`src/rtl/store_buffer_if.sv`:
```
// Store-queue bus: MEM-stage store request, data-memory drain port and load-hazard probe.
// Handshake: a transfer happens on a rising clk edge where valid && ready; valid never waits on ready.
interface store_buffer_if #(
   parameter int AW = 32,
   parameter int DW = 32
);
   logic            st_valid;
   logic            st_ready;
   logic [AW-1:0]   st_addr;
   logic [DW-1:0]   st_data;
   logic [DW/8-1:0] st_strb;
   logic            mem_valid;
   logic            mem_ready;
   logic [AW-1:0]   mem_addr;
   logic [DW-1:0]   mem_data;
   logic [DW/8-1:0] mem_strb;
   logic [AW-1:0]   ld_addr;
   logic            ld_hit;

   modport slave (
      input  st_valid, st_addr, st_data, st_strb, mem_ready, ld_addr,
      output st_ready, mem_valid, mem_addr, mem_data, mem_strb, ld_hit
   );

   modport master (
      output st_valid, st_addr, st_data, st_strb, mem_ready, ld_addr,
      input  st_ready, mem_valid, mem_addr, mem_data, mem_strb, ld_hit
   );
endinterface

```
`src/rtl/store_buffer.sv`:
```
// In-order store queue between lane masking and data memory, with a same-word
// load-hit flag for the hazard unit. No bypass: a store is drainable one edge after acceptance.
module store_buffer #(
   parameter int DEPTH = 4,
   parameter int AW    = 32,
   parameter int DW    = 32
) (
   input  logic                       clk,
   input  logic                       rst_n,
   store_buffer_if.slave              bus,
   output logic [$clog2(DEPTH+1)-1:0] count,
   output logic                       empty
);
   localparam int PW = $clog2(DEPTH);
   localparam int CW = $clog2(DEPTH+1);
   localparam int SW = DW / 8;

   logic [AW-3:0]    addr_q [DEPTH];
   logic [DW-1:0]    data_q [DEPTH];
   logic [SW-1:0]    strb_q [DEPTH];
   logic [DEPTH-1:0] valid_q, valid_d;
   logic [PW-1:0]    wr_ptr_q, wr_ptr_d, rd_ptr_q, rd_ptr_d;
   logic [CW-1:0]    count_q, count_d;
   logic             push, pop, hit;
   logic             unused_lsbs;

   assign bus.st_ready  = rst_n && (count_q < CW'(DEPTH));
   assign bus.mem_valid = (count_q != '0);
   assign bus.mem_addr  = {addr_q[rd_ptr_q], 2'b00};
   assign bus.mem_data  = data_q[rd_ptr_q];
   assign bus.mem_strb  = strb_q[rd_ptr_q];
   assign bus.ld_hit    = hit;
   assign count         = count_q;
   assign empty         = (count_q == '0);
   assign unused_lsbs   = ^{bus.st_addr[1:0], bus.ld_addr[1:0]};

   // An all-zero strobe completes the handshake but leaves nothing to write.
   assign push = bus.st_valid && bus.st_ready && (bus.st_strb != '0);
   assign pop  = bus.mem_valid && bus.mem_ready;

   always_comb begin
      wr_ptr_d = wr_ptr_q;
      rd_ptr_d = rd_ptr_q;
      count_d  = count_q;
      valid_d  = valid_q;
      if (push) begin
         wr_ptr_d          = (wr_ptr_q == PW'(DEPTH-1)) ? '0 : wr_ptr_q + PW'(1);
         valid_d[wr_ptr_q] = 1'b1;
      end
      if (pop) begin
         rd_ptr_d          = (rd_ptr_q == PW'(DEPTH-1)) ? '0 : rd_ptr_q + PW'(1);
         valid_d[rd_ptr_q] = 1'b0;
      end
      case ({push, pop})
         2'b10:   count_d = count_q + CW'(1);
         2'b01:   count_d = count_q - CW'(1);
         default: count_d = count_q;
      endcase
   end

   // Only word-address bits take part; a store landing this cycle is not yet valid.
   always_comb begin
      hit = 1'b0;
      for (int i = 0; i < DEPTH; i++) begin
         if (valid_q[i] && (addr_q[i] == bus.ld_addr[AW-1:2])) hit = 1'b1;
      end
   end

   always_ff @(posedge clk) begin
      if (!rst_n) begin
         wr_ptr_q <= '0;
         rd_ptr_q <= '0;
         count_q  <= '0;
         valid_q  <= '0;
      end else begin
         wr_ptr_q <= wr_ptr_d;
         rd_ptr_q <= rd_ptr_d;
         count_q  <= count_d;
         valid_q  <= valid_d;
      end
   end

   always_ff @(posedge clk) begin
      if (push) begin
         addr_q[wr_ptr_q] <= bus.st_addr[AW-1:2];
         data_q[wr_ptr_q] <= bus.st_data;
         strb_q[wr_ptr_q] <= bus.st_strb;
      end
   end
endmodule

```
`src/flat_wrapper.sv`:
```
// flat-port wrapper written by rule: the top's interface ports become plain ports
module store_buffer_flat 
#(
   parameter int DEPTH = 4,
   parameter int AW    = 32,
   parameter int DW    = 32
)
  (clk, rst_n, count, empty, bus_st_valid, bus_st_addr, bus_st_data, bus_st_strb, bus_mem_ready, bus_ld_addr, bus_st_ready, bus_mem_valid, bus_mem_addr, bus_mem_data, bus_mem_strb, bus_ld_hit);
  store_buffer_if #(.AW(AW), .DW(DW)) bus_i ();
  input  logic clk;
  input  logic rst_n;
  output logic [$clog2(DEPTH+1)-1:0] count;
  output logic empty;
  input wire logic [$bits(bus_i.st_valid)-1:0] bus_st_valid;
  input wire logic [$bits(bus_i.st_addr)-1:0] bus_st_addr;
  input wire logic [$bits(bus_i.st_data)-1:0] bus_st_data;
  input wire logic [$bits(bus_i.st_strb)-1:0] bus_st_strb;
  input wire logic [$bits(bus_i.mem_ready)-1:0] bus_mem_ready;
  input wire logic [$bits(bus_i.ld_addr)-1:0] bus_ld_addr;
  output wire logic [$bits(bus_i.st_ready)-1:0] bus_st_ready;
  output wire logic [$bits(bus_i.mem_valid)-1:0] bus_mem_valid;
  output wire logic [$bits(bus_i.mem_addr)-1:0] bus_mem_addr;
  output wire logic [$bits(bus_i.mem_data)-1:0] bus_mem_data;
  output wire logic [$bits(bus_i.mem_strb)-1:0] bus_mem_strb;
  output wire logic [$bits(bus_i.ld_hit)-1:0] bus_ld_hit;
  assign bus_i.st_valid = bus_st_valid;
  assign bus_i.st_addr = bus_st_addr;
  assign bus_i.st_data = bus_st_data;
  assign bus_i.st_strb = bus_st_strb;
  assign bus_i.mem_ready = bus_mem_ready;
  assign bus_i.ld_addr = bus_ld_addr;
  assign bus_st_ready = bus_i.st_ready;
  assign bus_mem_valid = bus_i.mem_valid;
  assign bus_mem_addr = bus_i.mem_addr;
  assign bus_mem_data = bus_i.mem_data;
  assign bus_mem_strb = bus_i.mem_strb;
  assign bus_ld_hit = bus_i.ld_hit;
  store_buffer #(.DEPTH(DEPTH), .AW(AW), .DW(DW)) u_core (.clk(clk), .rst_n(rst_n), .bus(bus_i), .count(count), .empty(empty));
endmodule
```
`config.mk`:
```
export PLATFORM = sky130hd
export DESIGN_NAME = store_buffer_flat
export DESIGN_NICKNAME = d
export VERILOG_FILES = /design/src/rtl/store_buffer_if.sv /design/src/rtl/store_buffer.sv /design/src/flat_wrapper.sv
export SDC_FILE = /design/constraint.sdc
export NUM_CORES = 1
export LEC_CHECK = 0
export ABC_AREA = 1
export CORE_ASPECT_RATIO = 0.7
export CORE_UTILIZATION = 40
export DETAILED_ROUTE_END_ITERATION = 8
export GPL_TIMING_DRIVEN = 0
export PLACE_DENSITY = 0.6
export SKIP_CTS_REPAIR_TIMING = 1
export SYNTH_ARGS = -nofsm -noshare
export SYNTH_HDL_FRONTEND = slang
export SYNTH_SLANG_ARGS = --single-unit
```
`constraint.sdc`:
```
create_clock -name clk -period 3.37 [get_ports clk]
set_input_delay 1.011 -clock clk [delete_from_list [all_inputs] [get_ports clk]]
set_output_delay 1.011 -clock clk [all_outputs]
set_load 0.01 [all_outputs]
```
# Yosys cells after proc, flatten, opt, wreduce, memory -nomap -nowiden
# Memories as Yosys holds them, arrays and structs flattened. A register that Yosys moved wholly into a read port is not among the register bits.
# Index checks and enable logic that the tools add are counted.
# Widths: inputs -> output; s select.
[word_totals] regBits=11 ramBits=264 output_inout_bits=75 input_bits=104 memories=3 word_cells=62
[classes] n_addsub=4 eq_ne=8 n_mux=21 n_lt_le_gt_ge=5 reduce_logical=14 n_bitwise=3
[memory_table] memory="u_core.data_q" words=4 word_bits=32 read_ports=1 rd_clocked_by_memory_dff=1 wr=1 line_no="store_buffer.sv:19" text="logic [DW-1:0] data_q [DEPTH];"
[memory_table] memory="u_core.addr_q" words=4 word_bits=30 read_ports=5 rd_clocked_by_memory_dff=1 wr=1 line_no="store_buffer.sv:18" text="logic [AW-3:0] addr_q [DEPTH];"
[memory_table] memory="u_core.strb_q" words=4 word_bits=4 read_ports=1 rd_clocked_by_memory_dff=1 wr=1 line_no="store_buffer.sv:20" text="logic [SW-1:0] strb_q [DEPTH];"
[op_table] op="$eq 30x30->1" n=4
[op_table] op="$mux 2" n=8
[op_table] op="$logic_and 1x1->1" n=10
[op_table] op="$mux 1" n=8
[op_table] op="$mux 4" n=2
[op_table] op="$eq 2x2->1 const B" n=3
[op_table] op="$lt 2x3->1 const B" n=2
[op_table] op="$pmux 3 s2" n=1
[op_table] op="$add 2x1->2 const B" n=2
[op_table] op="$and 4x4->4" n=1
[op_table] op="$demux 1 s2" n=2
[op_table] op="$ge 2x1->1 const B" n=2
[op_table] op="$not 4->4" n=1
[op_table] op="$or 4x4->4" n=1
[op_table] op="$reduce_bool 4->1" n=1
[op_table] op="$add 3x1->3 const B" n=1
[op_table] op="$logic_not 3->1" n=1
[op_table] op="$lt 3x3->1 const B" n=1
[op_table] op="$reduce_bool 3->1" n=1
[op_table] op="$sub 3x1->3 const B" n=1
[op_table] op="$eq 2x1->1 const B" n=1
[op_table] op="$reduce_bool 2->1" n=1

# Logic depth before layout (Yosys ltp)
# Gate-level depths: netlist of run 1.
[logic_depth] depth_word=8 depth_mapped=11 ltp_nobuf=11

# Worst setup path before layout of run 1
# No wires, ideal clock.
[synth_timing] path_type="in2reg" startpoint="in rst_n" endpoint="mem u_core.addr_q[0][0] in the netlist's numbering, enable pin" n_path_buf=1 setup_slack_ns=0.448 arrival_ns=2.519 required_time_ns=2.967 cell_stages=5 setup_time_ns=0.403 cell_sequence="buf_6 inv_4 nor2_4 nand3_4 nor2_4"
[synth_via] elab_chain_len=5
[synth_rtl] element="start, declared" line_no="flat_wrapper.sv:11" text="input logic rst_n;"
[synth_rtl] element="$logic_and 1x1->1" line_no="store_buffer.sv:27" text="assign bus.st_ready = rst_n && (count_q < CW'(DEPTH));"
[synth_rtl] element="via bus_st_ready" line_no="flat_wrapper.sv:20" text="output wire logic [$bits(bus_i.st_ready)-1:0] bus_st_ready;"
[synth_rtl] element="$logic_and 1x1->1 (2 in a row)" line_no="store_buffer.sv:38" text="assign push = bus.st_valid && bus.st_ready && (bus.st_strb != '0);"
[synth_rtl] element="$mux 1" line_no="store_buffer.sv:84" text="if (push) begin"
[synth_rtl] element="$mux 1 (implied by the code)" line_no="store_buffer.sv:85" text="addr_q[wr_ptr_q] <= bus.st_addr[AW-1:2];"
[synth_rtl] element="end, declared" line_no="store_buffer.sv:18"
# The timed path passes the listed nets, and every way through them passes these cells.

# Worst setup path after layout of run 1
[layout_timing] startpoint="in bus_ld_addr[24]" endpoint="out bus_ld_hit"
[layout_via] elab_chain_len=6 word_cells_on_any_way=12 classes_between="4 x eq/ne; 4 x mux; 4 x reduce/logical"
[layout_rtl] element="start, declared" line_no="flat_wrapper.sv:19" text="input wire logic [$bits(bus_i.ld_addr)-1:0] bus_ld_addr;"
[layout_rtl] element="$eq 30x30->1" line_no="store_buffer.sv:65" text="if (valid_q[i] && (addr_q[i] == bus.ld_addr[AW-1:2])) hit = 1'b1;"
[layout_rtl] element="$logic_and 1x1->1" line_no="store_buffer.sv:65"
[layout_rtl] element="$mux 1 (3 in a row)" line_no="store_buffer.sv:65"
[layout_rtl] element="$mux 1 *" line_no="store_buffer.sv:65"
[layout_rtl] element="end, declared" line_no="flat_wrapper.sv:25" text="output wire logic [$bits(bus_i.ld_hit)-1:0] bus_ld_hit;"
# Mark *: on every way between the ends. The rest lies on a longest branch, timed or not.

==> results of run 1 <==
-- per-stage QoR --
step | setup TNS [ns] | hold WS (ns) | cell area (µm²) | power, mW | setup slack [ns]
finish | -0.004013 | 0.5152 | 16180 | 10.93 | -0.004013
global route | -0.4207 | 0.5363 | 16180 | 11.45 | -0.07366
CTS | -26.59 | 0.5084 | 15860 | 10.88 | -0.7749
detailed placement | -5.269 | 0.5017 | 15060 | 8.066 | -0.7638
global placement | -243.68 | 0.4946 | 14820 | 8.015 | -0.9674
floorplan | 0 | 0.4554 | 12590 | 5.963 | 0.4478
-- worst max-delay path: stages --
cell,delay (ns)
dlymetal6s2s_1,0.20
inv_1,0.13
nand2_1,0.07
nand2_1,0.12
nor2_1,0.11
nand2_1,0.07
nor2_2,0.17
nand2_1,0.07
nor2_1,0.11
nor2_1,0.05
nand2_1,0.10
clkbuf_2,0.15
-- final cells by class --
class,instances,area [µm²]
Timing Repair Buffer,182,2077
Clock buffer,32,694.4
Buffer,45,351.6
Multi-Input combinational cell,808,3730
Fill cell,2728,14330
Clock inverter,16,102.6
Tap cell,412,515.5
Inverter,136,515.5
Sequential cell,277,8189
-- kinds of logic (layout without fill, tap and decap cells) --
logic type	after synthesis	in the layout
flops	277	277
buf+inv	181	411
other cells	1	2
compound gates	261	261
simple gates	521	521
xor+xnor	14	14
fa+ha+maj	10	10
-- metal layers --
metal,track usage,vias up,share of wire
met1,0.3454,4607,0.48
met4,0.04209,0,0.014
li1,-,4659,-
met2,0.3425,369,0.43
met5,0,-,0
met3,0.04182,41,0.075
-- worst max path at each step --
stage,slack (ns),start,endpoint
3_3_place_gp,-0.97,bus_st_strb[3],u_core.data_q[3][29]
6_report,-0.004,bus_ld_addr[24],bus_ld_hit
2_1_floorplan,0.45,rst_n,u_core.addr_q[0][0]
3_5_place_dp,-0.76,bus_ld_addr[24],bus_ld_hit
5_1_grt,-0.07,bus_ld_addr[11],bus_ld_hit
4_1_cts,-0.77,bus_ld_addr[24],bus_ld_hit
-- flip-flops by register name, indices dropped and copies added, names as in the netlist, named ones only --
name	count
u_core.data_q	128
u_core.count	3
u_core.addr_q	120
u_core.strb_q	16
u_core.rd_ptr_q	2
u_core.valid_q	4
u_core.wr_ptr_q	2
-- power groups by stage --
stage / Combinational (mW) / Sequential [mW] / Clock [mW]
after floorplan: 1.79 / 4.17 / 0
after global placement: 3.81 / 4.20 / 0
after detailed placement: 3.87 / 4.20 / 0
after CTS: 3.89 / 4.12 / 2.86
after global routing: 4.32 / 4.15 / 2.98
final: 4.00 / 4.13 / 2.81
-- Yosys cell counts, types with 2 or more instances --
cell type / number
o21ai_2: 3
o21ai_0: 148
a21oi_2: 4
xor2_1: 6
ha_1: 9
nand3_1: 5
a21oi_1: 59
nand2_1: 326
inv_2: 4
nor2_4: 5
dfxtp_1: 13
nor2_1: 182
edfxtp_1: 264
buf_2: 20
o22ai_1: 46
clkbuf_1: 21
inv_1: 131
xnor2_1: 8
buf_4: 2
==> metrics, run 1 <==
width of the die 214 µm; P per Cell Area 675.9 mW/mm²; relative slew slack 0.4631; IR drop worst, VDD 404.7 µV; largest area contributor in the netlist edfxtp_1; Clock Skew 0.006608 ns; Detail Route Antenna Nets 0; Routability Congestion 0.9240; via count 9676; post-synthesis xor/xnor area fraction 0.009743; FFs w/ async S/R, synth 0; Initial DRC Count 1061; status complete, but fails checks; final worst-path cycle share 1.001; Initial Utilization 0.4126; Syn Std Cell Area 0.01258 mm²; post-route setup slack -0.004013 ns; post-synthesis simple-gate area fraction 0.1607; internal reg-to-reg setup slack 1.14 ns; CP Capture Type output port; Flop pwr share 0.378; vias in the first global route 9010; Switching Power 3.660 mW; Final Non-Filler Cells 1908; fin util 0.5303; total gr overflow 0; Period minus WS final 3.374 ns; fin. max-slew vios 0; commonest non-fill, non-tap cells in the layout 325 x nand2_1, 264 x edfxtp_1, 179 x nor2_1; Synth Area in Adders 0.01054; synth top area cells edfxtp_1 63%, nand2_1 9.7%, o21ai_0 5.9%; Arrival @ worst endpoint 2.36 ns; Skew-Pair Late Insertion Delay 0.55 ns; DR DRC count 0; endpoints failing setup 1; ANT cells 0; depth of the most critical reg-to-reg path 5; Crit path required time 2.36 ns; clock network fraction of design power 0.257; Setup crit start kind primary input; final hold violation count 0; Cell variety after synth 28; Hold Crit Start u_core.valid_q[3]; pin count of the biggest net entering global routing 29; routed len/inst 19.33 µm; # rows 53; die area 0.03219 mm²; Post-synth EDFFs 264; Synth Warn # 0; critical path peak fanout 5; most common cell after layout, fill and taps aside nand2_1; Placeable Area 0.03050 mm²; I/O pin total 179; CTS Root Cell clkbuf_16; htree depth 1; port buffer count 171; nets 1591; area grow syn2layout 28.53%; placed insts 1860; Total Routing Usage GR 0.2280; Hold EP u_core.valid_q[3]; post-synth top area share 0.6299; RR Endpoint u_core.data_q[0][28]; internal power 7.273 mW; layout cells sized above 1 0.08890; Mapped Avg Cell Area 9.948 µm²; Main synth FF type edfxtp_1; failing checks setup timing; HP Class reg2reg; DPL Wire Length 26.73 mm; Total Wirelength 36.88 mm; clk buf depth 3; first-pass GRT wire length 54.54 mm; register area share after synthesis 0.6506; Mapped Cells 1265; Die Y-Extent 150.4 µm; largest family of logic cells by synthesized area simple AND/OR/NAND/NOR gates; Setup Crit Path Kind in2out; number of CTS-inserted buffers 27; combinational power share 0.365; initial antenna violation count 0; Worst R2R Start u_core.count[2]; DR vias/cell 5.071; switching share of power 0.3347; drt first pass iters 5; f_max 296.4 MHz; Leakage Power 6.787 nW; CTS Sinks 277; RSZ-0062 raised after global routing yes; hold path depth 2; CTS clk-pin slew, worst paths 0.06 ns; Worst Tran Pin Value 0.8035 ns; max capacitance violation total 0; CTS tree yes; mux contribution to synthesized area 0; Yosys reg bits 277; Compound-Gate Fraction of Synth Area 0.1107
Power figures use the tool's default switching activity.
==> inputs of run 2 (changes only) <==
--- a/config.mk
+++ b/config.mk
@@ -7,6 +7,7 @@
 export LEC_CHECK = 0
 export ABC_AREA = 1
 export CORE_ASPECT_RATIO = 0.7
+export CORE_MARGIN = 2
 export CORE_UTILIZATION = 40
 export DETAILED_ROUTE_END_ITERATION = 8
 export GPL_TIMING_DRIVEN = 0
==> run 2 against run 1 <==
Largest cell class unchanged. Critical path type is now reg2out. The run now ends clean. Critical endpoint is now bus_mem_addr[23]. Combinational power hardly changed. Global-route usage decreased by 0.57 points. Wire length increased by 2.1%. Critical path depth fell by 6. Sequential power barely moved.
==> metrics, run 2 (synthesized netlist as in run 1, its figures left out) <==
status completed; setup TNS 0 ns (+0.004013 ns); DPL Wire Length 26.86 mm (+0.50%); width of the die 216 µm (+0.93%); max reg flops 128 (unchanged); Total Wirelength 37.67 mm (+2.1%); Pwr Total 11.45 mW (+4.7%); Final Non-Filler Cells 1920 (+0.63%); number of CTS-inserted buffers 29 (+7.4%); htree depth 1 (unchanged); die area 0.03292 mm² (+2.3%); initial antenna violation count 1 (+1); CP Capture Type output port; Die Y-Extent 152.4 µm (+1.3%); Worst Tran Pin Value 0.8330 ns (+0.02955 ns); critical path peak fanout 10 (+5); DR vias/cell 5.112 (+0.80%); relative slew slack 0.4433 (-0.01974); Leakage Power 6.840 nW (+0.79%); Routability Congestion 0.9467 (+2.5%); # rows 54 (+1.9%); Post-Layout Inst Area 0.01629 mm² (+0.69%); Largest Register u_core.data_q; hold_ws 0.5004 ns (-0.01477 ns); Period minus WS final 3.340 ns (-0.03416 ns); max capacitance violation total 0 (unchanged); Total Routing Usage GR 0.2223 (-0.005715); nets 1591 (unchanged); Arrival @ worst endpoint 2.33 ns (-0.03 ns); CTS tree yes; Setup Crit Path Kind reg2out; f_max 299.4 MHz (+1.0%); Top Registers u_core.data_q: 128 flops, u_core.addr_q: 120 flops, u_core.strb_q: 16 flops; RSZ-0062 raised after global routing yes; CTS clk-pin slew, worst paths 0.06 ns (about the same); placed insts 1866 (+0.32%); DR DRC count 0 (unchanged); IR drop worst, VDD 382.4 µV (-5.5%); Clock Skew 0.01104 ns (+0.004432 ns); layout cells sized above 1 0.09940 (+0.01050); Placeable Area 0.03108 mm² (+1.9%); port buffer count 171 (unchanged); drt first pass iters 5 (unchanged); first-pass GRT wire length 55.11 mm (+1.0%); HP Class reg2reg; Layout fillers 2841 (+4.1%); endpoints failing setup 0 (-1); final hold violation count 0 (unchanged); dpl cell area 0.01501 mm² (-0.30%); CTS Sinks 277 (unchanged); pin count of the biggest net entering global routing 28 (-3.4%); clk buf depth 3 (unchanged); most common cell after layout, fill and taps aside nand2_1; Initial Utilization 0.4049 (-0.007640); area grow syn2layout 29.42%; CTS Root Cell clkbuf_16; fin. max-slew vios 0 (unchanged); commonest non-fill, non-tap cells in the layout 326 x nand2_1, 264 x edfxtp_1, 178 x nor2_1; Skew-Pair Late Insertion Delay 0.55 ns (about the same); Crit path required time 2.36 ns (about the same); final worst-path cycle share 0.9911 (-0.01014); Detail Route Antenna Nets 0 (unchanged); total gr overflow 0 (unchanged); vias in the first global route 9134 (+1.4%); routed len/inst 19.62 µm (+1.5%); via count 9815 (+1.4%); P per Cell Area 702.8 mW/mm² (+4.0%); Initial DRC Count 1099 (+3.6%); Setup crit start kind flip-flop; I/O pin total 179 (unchanged)
-- run 2: cell count changes in the layout (fill, tap and decap cells not counted), sizes merged --
| cell | before | now |
|---|---|---|
| buf | 36 | 31 |
| bufinv | 1 | 5 |
| clkbuf | 54 | 61 |
| clkdlybuf4s50 | 116 | 113 |
| clkinv | 13 | 14 |
| clkinvlp | 1 | 4 |
| diode | 0 | 1 |
| dlymetal6s2s | 53 | 50 |
| inv | 137 | 136 |
-- run 2: worst max-delay path, cell delays in order, from the launching register on --
cell             delay [ns]
dfxtp_4                0.38
inv_4                  0.12
buf_12                 0.18
buf_6                  0.19
nor2_1                 0.08
o22ai_2                0.24
clkdlybuf4s50_1        0.58
-- run 2: power by group --
part | switching, mW | internal [mW]
logic | 2.29 | 1.71
clock network | 1.36 | 1.96
registers | 0.121 | 4.01
total | 3.77 | 7.68
-- run 2: path summary, 6_finish.rpt --
kind,startpoint,end,slack [ns],cells after the start
worst max-delay path,flip-flop,bus_mem_addr[23],0.03,6
worst min-delay path,u_core.valid_q[3],u_core.valid_q[3],0.50,2
worst min register to register,u_core.valid_q[3],u_core.valid_q[3],0.50,2
worst max register to register,u_core.count[2],u_core.addr_q[3][9],1.16,5
-- run 2: per-layer routing --
metal	global-route usage	routed length (µm)	up-vias	part of all wire
li1	-	-	4660	-
met1	0.3361	17530	4724	0.47
met4	0.04599	590	0	0.016
met3	0.04291	3099	42	0.082
met2	0.3336	16460	389	0.44
met5	0	0	-	0
-- run 2: cell type report --
class,count,area (µm²),area share
clock buffer,30,729.5,0.04479
inverter,136,515.5,0.03165
buffer,45,360.3,0.02212
tap,420,525.5,0.03227
multi-input combinational,808,3722,0.2285
clock inverter,23,255.2,0.01567
timing repair buffer,180,1984,0.1218
sequential,277,8192,0.5030
antenna,1,2.502,0.0001536
-- run 2: through the flow --
step	util	setup WS (ns)
2_1_floorplan	-	0.4478
6_report	0.5240	0.03015
3_3_place_gp	0.4770	-1.065
3_5_place_dp	0.4831	-0.7715
4_1_cts	0.5147	-0.7745
5_1_grt	0.5240	-0.04963
==> inputs of run 3 (changes only) <==
--- a/config.mk
+++ b/config.mk
@@ -12,6 +12,7 @@
 export DETAILED_ROUTE_END_ITERATION = 8
 export GPL_TIMING_DRIVEN = 0
 export PLACE_DENSITY = 0.6
+export SETUP_SLACK_MARGIN = 0.15
 export SKIP_CTS_REPAIR_TIMING = 1
 export SYNTH_ARGS = -nofsm -noshare
 export SYNTH_HDL_FRONTEND = slang
==> run 3 against run 2 <==
Die area did not move. Critical path depth rose by 6. Design area rose by 0.78%. Global-route usage did not move. Sequential share of layout area fell by 0.39 points. Count of clock-buffer cells in the layout did not move. Power fell by 0.34%. Final cell count did not move. Critical endpoint is now bus_ld_hit.
==> metrics, run 3 (synthesized netlist as in run 1, its figures left out) <==
status completed; clk buf depth 3 (unchanged); f_max 299.5 MHz (about the same); clock network fraction of design power 0.290 (about the same); most common cell after layout, fill and taps aside nand2_1; IR drop worst, VDD 382.9 µV (+0.15%); max reg flops 128 (unchanged); Initial DRC Count 1060 (-3.5%); Detail Route Antenna Nets 0 (unchanged); first-pass GRT wire length 55.11 mm (unchanged); crit-path cells dlymetal6s2s_1, inv_1, nand2_1, nand2_1, nor2_4, nand2_1, nor2_1, nand2_1, nor2_1, nor2_1, nand2_1, dlymetal6s2s_1; area grow syn2layout 30.42%; Hold EP u_core.valid_q[3]; DR DRC count 0 (unchanged); Switching Power 3.765 mW (about the same); DR vias/cell 5.115 (about the same); combinational power share 0.348 (-0.002); HP Class reg2reg; Top Registers u_core.data_q: 128 flops, u_core.addr_q: 120 flops, u_core.strb_q: 16 flops; fin. max-slew vios 0 (unchanged); slowest CP cell dlymetal6s2s_1; depth of the most critical reg-to-reg path 5 (unchanged); P per Cell Area 695.0 mW/mm² (-1.1%); Initial Utilization 0.4049 (unchanged); Die Y-Extent 152.4 µm (unchanged); Clock Skew 0.01275 ns (+0.001707 ns); Setup Crit Path Kind in2out; nets 1591 (unchanged); pin count of the biggest net entering global routing 28 (unchanged); max capacitance violation total 0 (unchanged); Total Wirelength 37.80 mm (+0.33%); routed len/inst 19.69 µm (+0.33%); RR Endpoint u_core.addr_q[3][9]; Bufs and invs on worst path 3 (-1); internal reg-to-reg setup slack 1.17 ns (about the same); width of the die 216 µm (unchanged); # rows 54 (unchanged); total gr overflow 0 (unchanged); CP Capture Type output port; final worst-path cycle share 0.9907 (about the same); initial antenna violation count 1 (unchanged); CTS Sinks 277 (unchanged); relative slew slack 0.4419 (-0.001408); CTS clk-pin slew, worst paths 0.06 ns (about the same); Arrival @ worst endpoint 2.33 ns (about the same); Hold Crit Start u_core.valid_q[3]; Largest Register u_core.data_q; Setup crit start kind primary input; CTS Root Cell clkbuf_16; via count 9821 (+0.061%); Placeable Area 0.03108 mm² (unchanged); Worst R2R Start u_core.count[2]; hold path depth 2 (unchanged); internal power 7.642 mW (-0.48%); drt first pass iters 5 (unchanged); worst stage delay on the critical path 0.17 ns (-0.41 ns); Leakage Power 7.194 nW (+5.2%); vias in the first global route 9134 (unchanged); number of CTS-inserted buffers 29 (unchanged); port buffer count 171 (unchanged); die area 0.03292 mm² (unchanged); Skew-Pair Late Insertion Delay 0.55 ns (about the same); endpoints failing setup 0 (unchanged); Flop pwr share 0.362 (about the same); commonest non-fill, non-tap cells in the layout 326 x nand2_1, 264 x edfxtp_1, 178 x nor2_1; I/O pin total 179 (unchanged); Pwr Total 11.41 mW (-0.34%); Period minus WS final 3.339 ns (-0.001237 ns); layout cells sized above 1 0.1007 (+0.001334); Crit path required time 2.36 ns (about the same); final hold violation count 0 (unchanged); most frequent CP cell nand2_1; Total Routing Usage GR 0.2223 (unchanged); Routability Congestion 0.9467 (unchanged); setup TNS 0 ns (unchanged); switching share of power 0.3300 (+0.0009270); Worst Tran Pin Value 0.8351 ns (+0.002107 ns); crit-path leading delay family simple AND/OR/NAND/NOR gates; DPL Wire Length 26.86 mm (unchanged); critical path peak fanout 5 (-5); RSZ-0062 raised after global routing yes; htree depth 1 (unchanged); CTS tree yes
[run 3: cell types whose count changed in the layout (fill, tap and decap cells not counted), sizes merged]
cell	previous run	this run
buf	31	35
clkbuf	61	58
clkdlybuf4s50	113	75
dlymetal6s2s	50	87
[run 3: worst reg2reg max path: cells and delay by family (launching register included)]
kind,cells,cell delay [ns]
flip-flops,1,0.37
buffers and inverters,2,0.52
AND/OR/NAND/NOR,3,0.98
[run 3: metrics by stage]
stage / cell area, µm² / util / cells / hold slack [ns] / worst slack [ns]
floorplan: 12590 / - / 1266 / 0.4554 / 0.4478
global placement: 14830 / 0.4770 / 1857 / 0.4779 / -1.065
detailed placement: 15010 / 0.4831 / 1866 / 0.4817 / -0.7715
CTS: 16000 / 0.5147 / 1919 / 0.4971 / -0.7745
global route: 16410 / 0.5281 / 1920 / 0.5354 / -0.03993
finish: 16410 / 0.5281 / 1920 / 0.5003 / 0.03138
[run 3: power by group through the flow]
stage | logic (mW) | clock network [mW] | registers, mW
2_1_floorplan | 1.79 | 0 | 4.17
3_3_place_gp | 3.82 | 0 | 4.21
3_5_place_dp | 3.88 | 0 | 4.20
4_1_cts | 3.90 | 3.36 | 4.12
5_1_grt | 4.27 | 3.51 | 4.15
6_report | 3.97 | 3.31 | 4.13
[run 3: how the worst max path moves through the flow]
| stage | endpoint | from | slack, ns | depth (start not counted) |
|---|---|---|---|---|
| finish | bus_ld_hit | bus_ld_addr[8] | 0.03 | 12 |
| global route | bus_ld_hit | bus_ld_addr[14] | -0.04 | 12 |
| CTS | bus_ld_hit | bus_ld_addr[3] | -0.77 | 9 |
| detailed placement | bus_ld_hit | bus_ld_addr[3] | -0.77 | 9 |
| global placement | u_core.data_q[2][24] | bus_st_strb[3] | -1.06 | 5 |
| floorplan | u_core.addr_q[0][0] | rst_n | 0.45 | 5 |
[run 3: layer usage]
layer / part of all wire / wire length, µm / up-vias / track usage
met4: 0.017 / 628 / 0 / 0.04599
met2: 0.44 / 16510 / 399 / 0.3336
met1: 0.46 / 17490 / 4710 / 0.3361
li1: - / - / 4663 / -
met3: 0.084 / 3168 / 49 / 0.04291
met5: 0 / 0 / - / 0
[run 3: area by class of cell]
| cell class | instances | area, µm² |
|---|---|---|
| inverter | 136 | 515.5 |
| clock inverter | 23 | 255.2 |
| buffer | 45 | 392.9 |
| antenna | 1 | 2.502 |
| sequential | 277 | 8192 |
| multi-input combinational | 808 | 3729 |
| timing repair buffer | 180 | 2072 |
| tap | 420 | 525.5 |
| fill | 2831 | 14670 |
| clock buffer | 30 | 729.5 |
